--- src/rtl/common_pkg.sv ---
// Shared types for the operand resolver: addressing modes, register names,
// memory access kinds, resolver states and the auto-increment step sizes.
package common_pkg;

  typedef logic [15:0] word_t;

  typedef enum logic [2:0] {
    MODE_REG         = 3'd0,
    MODE_REG_DEF     = 3'd1,
    MODE_AUTOINC     = 3'd2,
    MODE_AUTOINC_DEF = 3'd3,
    MODE_AUTODEC     = 3'd4,
    MODE_AUTODEC_DEF = 3'd5,
    MODE_INDEX       = 3'd6,
    MODE_INDEX_DEF   = 3'd7
  } mode_t;

  typedef enum logic [2:0] {
    R0 = 3'd0, R1 = 3'd1, R2 = 3'd2, R3 = 3'd3,
    R4 = 3'd4, R5 = 3'd5, SP = 3'd6, PC = 3'd7
  } reg_t;

  typedef enum logic {
    word_op = 1'b0,
    byte_op = 1'b1
  } op_size;

  typedef enum logic [1:0] {
    INSTRUCTION_FETCH = 2'd0,
    DATA_READ         = 2'd1,
    DATA_WRITE        = 2'd2,
    DATA_RMW          = 2'd3
  } mem_access_t;

  typedef enum logic [2:0] {
    ST_IDLE   = 3'd0,
    ST_EXEC   = 3'd1,
    ST_IDX_RD = 3'd2,
    ST_DEF_RD = 3'd3,
    ST_DONE   = 3'd4
  } res_state_t;

  localparam word_t INC_BYTE = 16'd1;
  localparam word_t INC_WORD = 16'd2;

  // SP and PC must stay word aligned, so byte accesses step them by 2.
  function automatic word_t inc_for(input op_size s, input reg_t r);
    return (s == byte_op && r != SP && r != PC) ? INC_BYTE : INC_WORD;
  endfunction

endpackage

--- src/rtl/operand_resolver.sv ---
// Resolves one operand specifier (mode, register) into an effective address,
// performing register side effects and index/deferred memory reads.
module operand_resolver
  import common_pkg::*;
#(
  parameter int WORD_SIZE = 16
) (
  input  logic        clk,
  input  logic        reset,
  input  logic        start,
  input  mode_t       mode,
  input  reg_t        rsel,
  input  op_size      sz,
  output logic        busy,
  output logic        done,
  output logic        is_reg,
  output word_t       ea,
  output reg_t        reg_rd_idx,
  input  word_t       reg_rd_data,
  output logic        reg_wr_en,
  output reg_t        reg_wr_idx,
  output word_t       reg_wr_data,
  output logic        mem_req,
  output mem_access_t mem_kind,
  output word_t       mem_addr,
  input  logic        mem_ack,
  input  word_t       mem_rdata
);

  res_state_t  state_q, state_d;
  mode_t       mode_q, mode_d;
  reg_t        rsel_q, rsel_d;
  op_size      sz_q, sz_d;
  word_t       ea_q, ea_d;
  logic        is_reg_q, is_reg_d;
  logic        mem_req_q, mem_req_d;
  mem_access_t mem_kind_q, mem_kind_d;
  word_t       mem_addr_q, mem_addr_d;

  logic [WORD_SIZE-1:0] r_val, inc_val, r_plus_inc, r_minus_inc, r_plus2, r_minus2;
  logic [WORD_SIZE-1:0] pc_next, idx_base, idx_sum;
  logic                 ack_ok;
  logic                 index_mode;

  assign r_val       = reg_rd_data;
  assign inc_val     = inc_for(sz_q, rsel_q);
  assign r_plus_inc  = r_val + inc_val;
  assign r_minus_inc = r_val - inc_val;
  assign r_plus2     = r_val + INC_WORD;
  assign r_minus2    = r_val - INC_WORD;
  // During IDX_RD mem_addr_q still holds the PC used for the index fetch.
  assign pc_next     = mem_addr_q + INC_WORD;
  assign idx_base    = (rsel_q == PC) ? pc_next : r_val;
  assign idx_sum     = mem_rdata + idx_base;
  assign ack_ok      = mem_ack && mem_req_q;
  assign index_mode  = (mode_q == MODE_INDEX) || (mode_q == MODE_INDEX_DEF);

  assign reg_rd_idx = (state_q == ST_EXEC && index_mode) ? PC : rsel_q;
  assign busy       = (state_q != ST_IDLE);
  assign done       = (state_q == ST_DONE);
  assign is_reg     = is_reg_q;
  assign ea         = ea_q;
  assign mem_req    = mem_req_q;
  assign mem_kind   = mem_kind_q;
  assign mem_addr   = mem_addr_q;

  always_comb begin
    state_d     = state_q;
    mode_d      = mode_q;
    rsel_d      = rsel_q;
    sz_d        = sz_q;
    ea_d        = ea_q;
    is_reg_d    = is_reg_q;
    mem_req_d   = mem_req_q;
    mem_kind_d  = mem_kind_q;
    mem_addr_d  = mem_addr_q;
    reg_wr_en   = 1'b0;
    reg_wr_idx  = rsel_q;
    reg_wr_data = '0;
    case (state_q)
      ST_IDLE: begin
        if (start) begin
          mode_d  = mode;
          rsel_d  = rsel;
          sz_d    = sz;
          state_d = ST_EXEC;
        end
      end
      ST_EXEC: begin
        case (mode_q)
          MODE_REG: begin
            ea_d     = {13'b0, rsel_q};
            is_reg_d = 1'b1;
            state_d  = ST_DONE;
          end
          MODE_REG_DEF: begin
            ea_d    = r_val;
            state_d = ST_DONE;
          end
          MODE_AUTOINC: begin
            ea_d        = r_val;
            reg_wr_en   = 1'b1;
            reg_wr_data = r_plus_inc;
            state_d     = ST_DONE;
          end
          MODE_AUTOINC_DEF: begin
            reg_wr_en   = 1'b1;
            reg_wr_data = r_plus2;
            mem_req_d   = 1'b1;
            mem_kind_d  = DATA_READ;
            mem_addr_d  = r_val;
            state_d     = ST_DEF_RD;
          end
          MODE_AUTODEC: begin
            ea_d        = r_minus_inc;
            reg_wr_en   = 1'b1;
            reg_wr_data = r_minus_inc;
            state_d     = ST_DONE;
          end
          MODE_AUTODEC_DEF: begin
            reg_wr_en   = 1'b1;
            reg_wr_data = r_minus2;
            mem_req_d   = 1'b1;
            mem_kind_d  = DATA_READ;
            mem_addr_d  = r_minus2;
            state_d     = ST_DEF_RD;
          end
          default: begin
            mem_req_d  = 1'b1;
            mem_kind_d = INSTRUCTION_FETCH;
            mem_addr_d = r_val;
            state_d    = ST_IDX_RD;
          end
        endcase
      end
      ST_IDX_RD: begin
        if (ack_ok) begin
          reg_wr_en   = 1'b1;
          reg_wr_idx  = PC;
          reg_wr_data = pc_next;
          if (mode_q == MODE_INDEX) begin
            ea_d      = idx_sum;
            mem_req_d = 1'b0;
            state_d   = ST_DONE;
          end else begin
            // Request stays up: the deferred read follows back to back.
            mem_kind_d = DATA_READ;
            mem_addr_d = idx_sum;
            state_d    = ST_DEF_RD;
          end
        end
      end
      ST_DEF_RD: begin
        if (ack_ok) begin
          ea_d      = mem_rdata;
          mem_req_d = 1'b0;
          state_d   = ST_DONE;
        end
      end
      ST_DONE: begin
        ea_d     = '0;
        is_reg_d = 1'b0;
        state_d  = ST_IDLE;
      end
      default: state_d = ST_IDLE;
    endcase
  end

  always_ff @(posedge clk or posedge reset) begin
    if (reset) begin
      state_q    <= ST_IDLE;
      mode_q     <= MODE_REG;
      rsel_q     <= R0;
      sz_q       <= word_op;
      ea_q       <= '0;
      is_reg_q   <= 1'b0;
      mem_req_q  <= 1'b0;
      mem_kind_q <= INSTRUCTION_FETCH;
      mem_addr_q <= '0;
    end else begin
      state_q    <= state_d;
      mode_q     <= mode_d;
      rsel_q     <= rsel_d;
      sz_q       <= sz_d;
      ea_q       <= ea_d;
      is_reg_q   <= is_reg_d;
      mem_req_q  <= mem_req_d;
      mem_kind_q <= mem_kind_d;
      mem_addr_q <= mem_addr_d;
    end
  end

endmodule
--- config.mk ---
export PLATFORM = sky130hd
export DESIGN_NAME = operand_resolver
export DESIGN_NICKNAME = d
export VERILOG_FILES = /design/src/rtl/common_pkg.sv /design/src/rtl/operand_resolver.sv
export SDC_FILE = /design/constraint.sdc
export NUM_CORES = 1
export LEC_CHECK = 0
export BUFFER_PORTS_ARGS = -buffer_cell sky130_fd_sc_hd__buf_2
export CAP_MARGIN = 20
export CORE_MARGIN = 2
export CORE_UTILIZATION = 57
export CTS_CLUSTER_SIZE = 10
export DETAILED_ROUTE_END_ITERATION = 7
export HOLD_SLACK_MARGIN = 0.05
export MAX_ROUTING_LAYER = met4
export PLACE_DENSITY = 0.82
export SETUP_SLACK_MARGIN = 0.1
export SLEW_MARGIN = 30
export SYNTH_ARGS = -nofsm -noshare
export SYNTH_HDL_FRONTEND = slang
export SYNTH_SLANG_ARGS = --single-unit
--- constraint.sdc ---
create_clock -name clk -period 4 [get_ports clk]
set_clock_uncertainty 0.2 [all_clocks]
set_input_delay 0.2 -clock clk [delete_from_list [all_inputs] [get_ports clk]]
set_output_delay 0.2 -clock clk [all_outputs]
set_load 0.1 [all_outputs]
=== Word level (Yosys, flattened, before mapping) ===
Cells that the tools add are included.

* Latch bits: 0
* Memory bits (writable): 0
* Input bits: 43
* ROM bits: 0
* Register bits after elaboration: 46
* Memories kept: 0
* Logic and storage cells: 96

* Reduce and logical (&&, ||, !) cells: 22
* Bitwise gates (word level): 0
* Order comparisons: 0
* Eq/ne operators: 22
* Multiply operators: 0
* Shift-type cells: 0
* Mux-type cells: 37
* Div/mod/pow operators: 0
* $add $sub $neg: 6

{| class="wikitable"
|+ Operators with widths
! operator !! count
|-
| case mux 16 bit (4 select lines) || 2
|-
| 2-to-1 mux 16 bit || 7
|-
| case mux 16 bit (2 select lines) || 3
|-
| case mux 16 bit (3 select lines) || 1
|-
| adder 16 x 2 -> 16 bit, second input constant || 2
|-
| 2-to-1 mux 3 bit || 7
|-
| equality test 3 bit, second input constant || 6
|-
| adder 16 bit || 1
|-
| adder 16 x 2 -> 16 bit || 1
|-
| subtractor 16 x 2 -> 16 bit || 1
|-
| subtractor 16 x 2 -> 16 bit, second input constant || 1
|-
| equality test 3 x 2 -> 1 bit, second input constant || 4
|-
| inequality test 2 bit, second input constant || 6
|-
| case mux 3 bit (4 select lines) || 1
|-
| AND reduction 5 bit || 2
|-
| case mux 2 bit (2 select lines) || 2
|-
| OR reduction 4 bit || 2
|-
| 2-to-1 mux 1 bit || 7
|-
| equality test 3 x 1 -> 1 bit, second input constant || 2
|-
| logical NOT 3 bit || 2
|-
| 2-to-1 mux 2 bit || 3
|-
| inequality test 3 bit, second input constant || 2
|-
| case mux 3 bit (2 select lines) || 1
|-
| nonzero test 3 bit || 2
|-
| other kinds (12) || 19
|}

=== Depth between registers and ports, before layout ===
* Depth in word-level cells: 7
* Gate-level depth with buffers: 15
* Gate-level depth less buffers: 14

=== Worst setup path after synthesis ===
No wires, ideal clock.

* Path kind: register to output
* From: register rsel_q[1]
* To: output port reg_wr_data[12]
* Setup slack: -841 ps
* Arrival: 4441 ps
* Buffers on the path: 0
* Stages on the path, launching flop included: 12
* Cells stage by stage: dfrtp_1 -> nand2_1 -> nand2_1 -> inv_1 -> ha_1 -> inv_1 -> fa_1 -> nor2b_1 -> or3_1 -> nor2_1 -> a311oi_1 -> o32ai_1

* Word-level cells in the longest chain between the ends: 7
* Elaborated cells on any way between the ends: 9
* Classes of those cells: add/sub (2); eq/ne (2); mux (3); reduce/logical (2)

{| class="wikitable"
|+ RTL lines
! item !! RTL line !! text
|-
| start, declared || operand_resolver.sv:32 || <nowiki>reg_t rsel_q, rsel_d;</nowiki>
|-
| start signal, assigned || operand_resolver.sv:183 || <nowiki>rsel_q <= rsel_d;</nowiki>
|-
| inequality test 3 bit || common_pkg.sv:48 || <nowiki>return (s == byte_op && r != SP && r != PC) ? INC_BYTE : INC_WORD;</nowiki>
|-
| logical AND 1 bit || common_pkg.sv:48 ||
|-
| logical AND 1 bit (*) || common_pkg.sv:48 ||
|-
| 2-to-1 mux 2 bit (*) || common_pkg.sv:48 ||
|-
| subtractor 16 x 2 -> 16 bit or adder 16 x 2 -> 16 bit (tied branches) || operand_resolver.sv:48, operand_resolver.sv:47 ||
|-
| case mux 16 bit (4 select lines) (*) || operand_resolver.sv:90 || <nowiki>case (mode_q)</nowiki>
|-
| case mux 16 bit (2 select lines) (*) || operand_resolver.sv:80 || <nowiki>case (state_q)</nowiki>
|-
| end, declared || operand_resolver.sv:22 || <nowiki>output word_t reg_wr_data,</nowiki>
|}

Every way passes the cells marked *; elsewhere a longest branch is shown, timed or not.

=== Worst setup path after layout ===
* From: register rsel_q[2]
* To: output port reg_wr_data[14]

Same word-level chain as after synthesis.

==> out/results.txt <==
worst-path cell chain: nand2_1, nand2_1, inv_2, ha_1, inv_1, fa_1, nor2b_1, nor3_1, nand3_1, xor2_1, o22ai_1, nor2_1, o22ai_2, buf_12
ys async rst share: 1.00
setup ws final: 162 ps
antenna violations before repair: 0
Netlist cell types: 71
Yosys Warn Count: 0
FMAX: 261 MHz
worst slack, placed: 487 ps
Hold Vio Cnt, Final: 0
Worst-path clk slew: 110 ps
Ports: 104
Final Setup Violations: 0
ys flop type: dfrtp_1
crit-path max cell delay: 460 ps
post-synth top area share: 0.208
synth-to-layout area growth: 20.1%
Die ar.: 10300 um^2
layout cells sized above 1: 0.181
mapped cell area: 5410 um^2
die height: 101 um
Bufs and invs on worst path: 3
Hold WS: 74.8 ps
CP endpoint kind: output pin
CTS Buf Count: 5
detailed placer's ending HPWL: 15300 um
Post-synth EDFFs: 0
First DRT Iteration DRCs: 710
run status: complete, no violations
total wire length: 20100 um
Max stage delay cell, worst path: dfrtp_1
worst skew pair latency: 320 ps
syn nets: 830
Nets: 907
RSZ-0062 raised after global routing: yes
#FFs+latches synth: 45
Antenna Cells: 0
crit share post-route: 0.959
Total GRT Usage: 0.406
core area: 9240 um^2
Core Rows: 35
Top cell by count, worst path: nand2_1
vias in the first global route: 5696
top post-synthesis cells by area: dfrtp_1 21%, nand2_1 7.3%, o21ai_0 7.2%
clock sink total: 45
Syn Area/Cell: 7.12 um^2
Post-synth top cells: 105 x nand2_1, 78 x o21ai_0, 71 x nor2_1
Setup TNS Final: 0 ps
cell taking the most area after synthesis: dfrtp_1
Port Buffers: 102
DR WL/cell: 20.8 um
largest net degree at the start of global routing: 46
min cycle time layout: 3840 ps
Arr. time, crit path: 3440 ps
Setup Crit Path Kind: flop to output pin
Routed Antenna Nets: 0
Setup crit start kind: flop
WP data required: 3600 ps
Residual DRC: 0
post-synthesis sequential area ratio: 0.208
drt pass-1 iters: 6
Slew @ Worst Pin: 867 ps
Die Wd: 101 um
Root Buffer Master: clkbuf_8
Pins Over Slew Limit: 0
hold crit path type: input pin to flop
cells after synthesis: 760
Max Buffers Root-to-Sink: 2
gpl congestion: 1.04
max_cap viols: 0
Starting Density: 0.586
vias post-DR: 6383
post-CTS setup buffer count: 0
via density per instance: 6.60
Slew headroom: 0.407
CP top delay family: simple AND/OR/NAND/NOR gates
H-Tree Depth: 2
global-route wire length before repair: 31300 um
gr ovfl total: 0
CTS tree: done
Critical Path Fanout Max: 6
most common cell in the netlist: nand2_1
[area by class of cell]
class                      instances  area, um^2
tap                              129         161
sequential                        45        1130
inverter                          18        68.8
clock inverter                     3        50.0
multi-input combinational        645        4030
timing repair buffer             122         991
clock buffer                       5        68.8
fill                             799        2740
[final timing paths]
| check | startpoint | endpoint | slack [ps] | depth (start not counted) |
|---|---|---|---|---|
| max | rsel_q[2] | reg_wr_data[14] | 160 | 14 |
| min | mem_rdata[10] | ea[10] | 70 | 3 |
| max reg2reg | mem_addr[3] | ea[15] | 370 | 14 |
| min reg2reg | ea[1] | ea[1] | 280 | 2 |
| max in group asynchronous | reset | mem_addr[11] | 2750 | 3 |
| min in group asynchronous | reset | mem_addr[0] | 350 | 3 |
[routing by layer]
layer	up-vias	track usage	wire length, um
met2	479	0.609	9150
met4	0	0.114	510
met1	2945	0.569	8230
met5	-	-	0
met3	46	0.0614	2200
li1	2913	-	-
[worst reg2reg max path: stages, from the launching register on]
cell     delay (ps)
dfrtp_1         490
and3_1          220
and3_1          200
and2_1          220
nand3_1         110
xor2_1          190
o21ai_0         300
ha_1            360
a21oi_1         370
o21ai_0         210
nor2_1          130
a21oi_1          90
xnor3_1         240
nand2_1          70
a21oi_1         160
[stage by stage]
step / cell area (um^2) / cells / util
3_5_place_dp: 6250 / 947 / 0.677
6_report: 6500 / 967 / 0.703
3_3_place_gp: 6250 / 947 / 0.677
2_1_floorplan: 5450 / 760 / -
5_1_grt: 6500 / 967 / 0.703
4_1_cts: 6490 / 967 / 0.702
[placed cells by master (no fill, tap or decap), types with 6 or more instances in the layout]
master and instances:
nand4_1 8, buf_12 20, inv_1 16, xnor2_1 26
mux2_2 10, and3_1 7, dfrtp_1 45, nor2b_1 11
nor2_1 70, nand3_1 24, and2_1 8, buf_2 82
o22ai_1 19, or3_1 6, a21oi_1 56, nand2b_1 12
buf_4 8, o21ai_0 77, a221oi_1 6, ha_1 24
nor3_1 18, a31oi_1 14, dlygate4sd3_1 12, nor4_1 7
a211oi_1 7, a22oi_1 7, o211ai_1 6, nand2_1 105
a21o_1 11, xor2_1 24
[logic make-up (layout without fill, tap and decap cells)]
family,count (synthesis),in the layout,share of synthesized area
and+or+nand+nor,301,301,0.267
AOI/OAI and AO/OA,249,249,0.286
buffers and inverters,70,148,0.0545
xor gates and xnor gates,51,51,0.0850
DFF,45,45,0.208
adders and majority gates,28,28,0.0684
muxes,15,15,0.0300
other,1,1,0.000693
[timing repair]
item | 4_1_cts | 5_1_grt
gates resized for setup | 0 | 4
hold buffers | 12 | 0
endpoints found under the hold margin | 56 | 0
setup endpoints to repair | 0 | 10
Power is not shown: default switching activity piles up to over one toggle a cycle in this logic, so the estimate is an artifact.
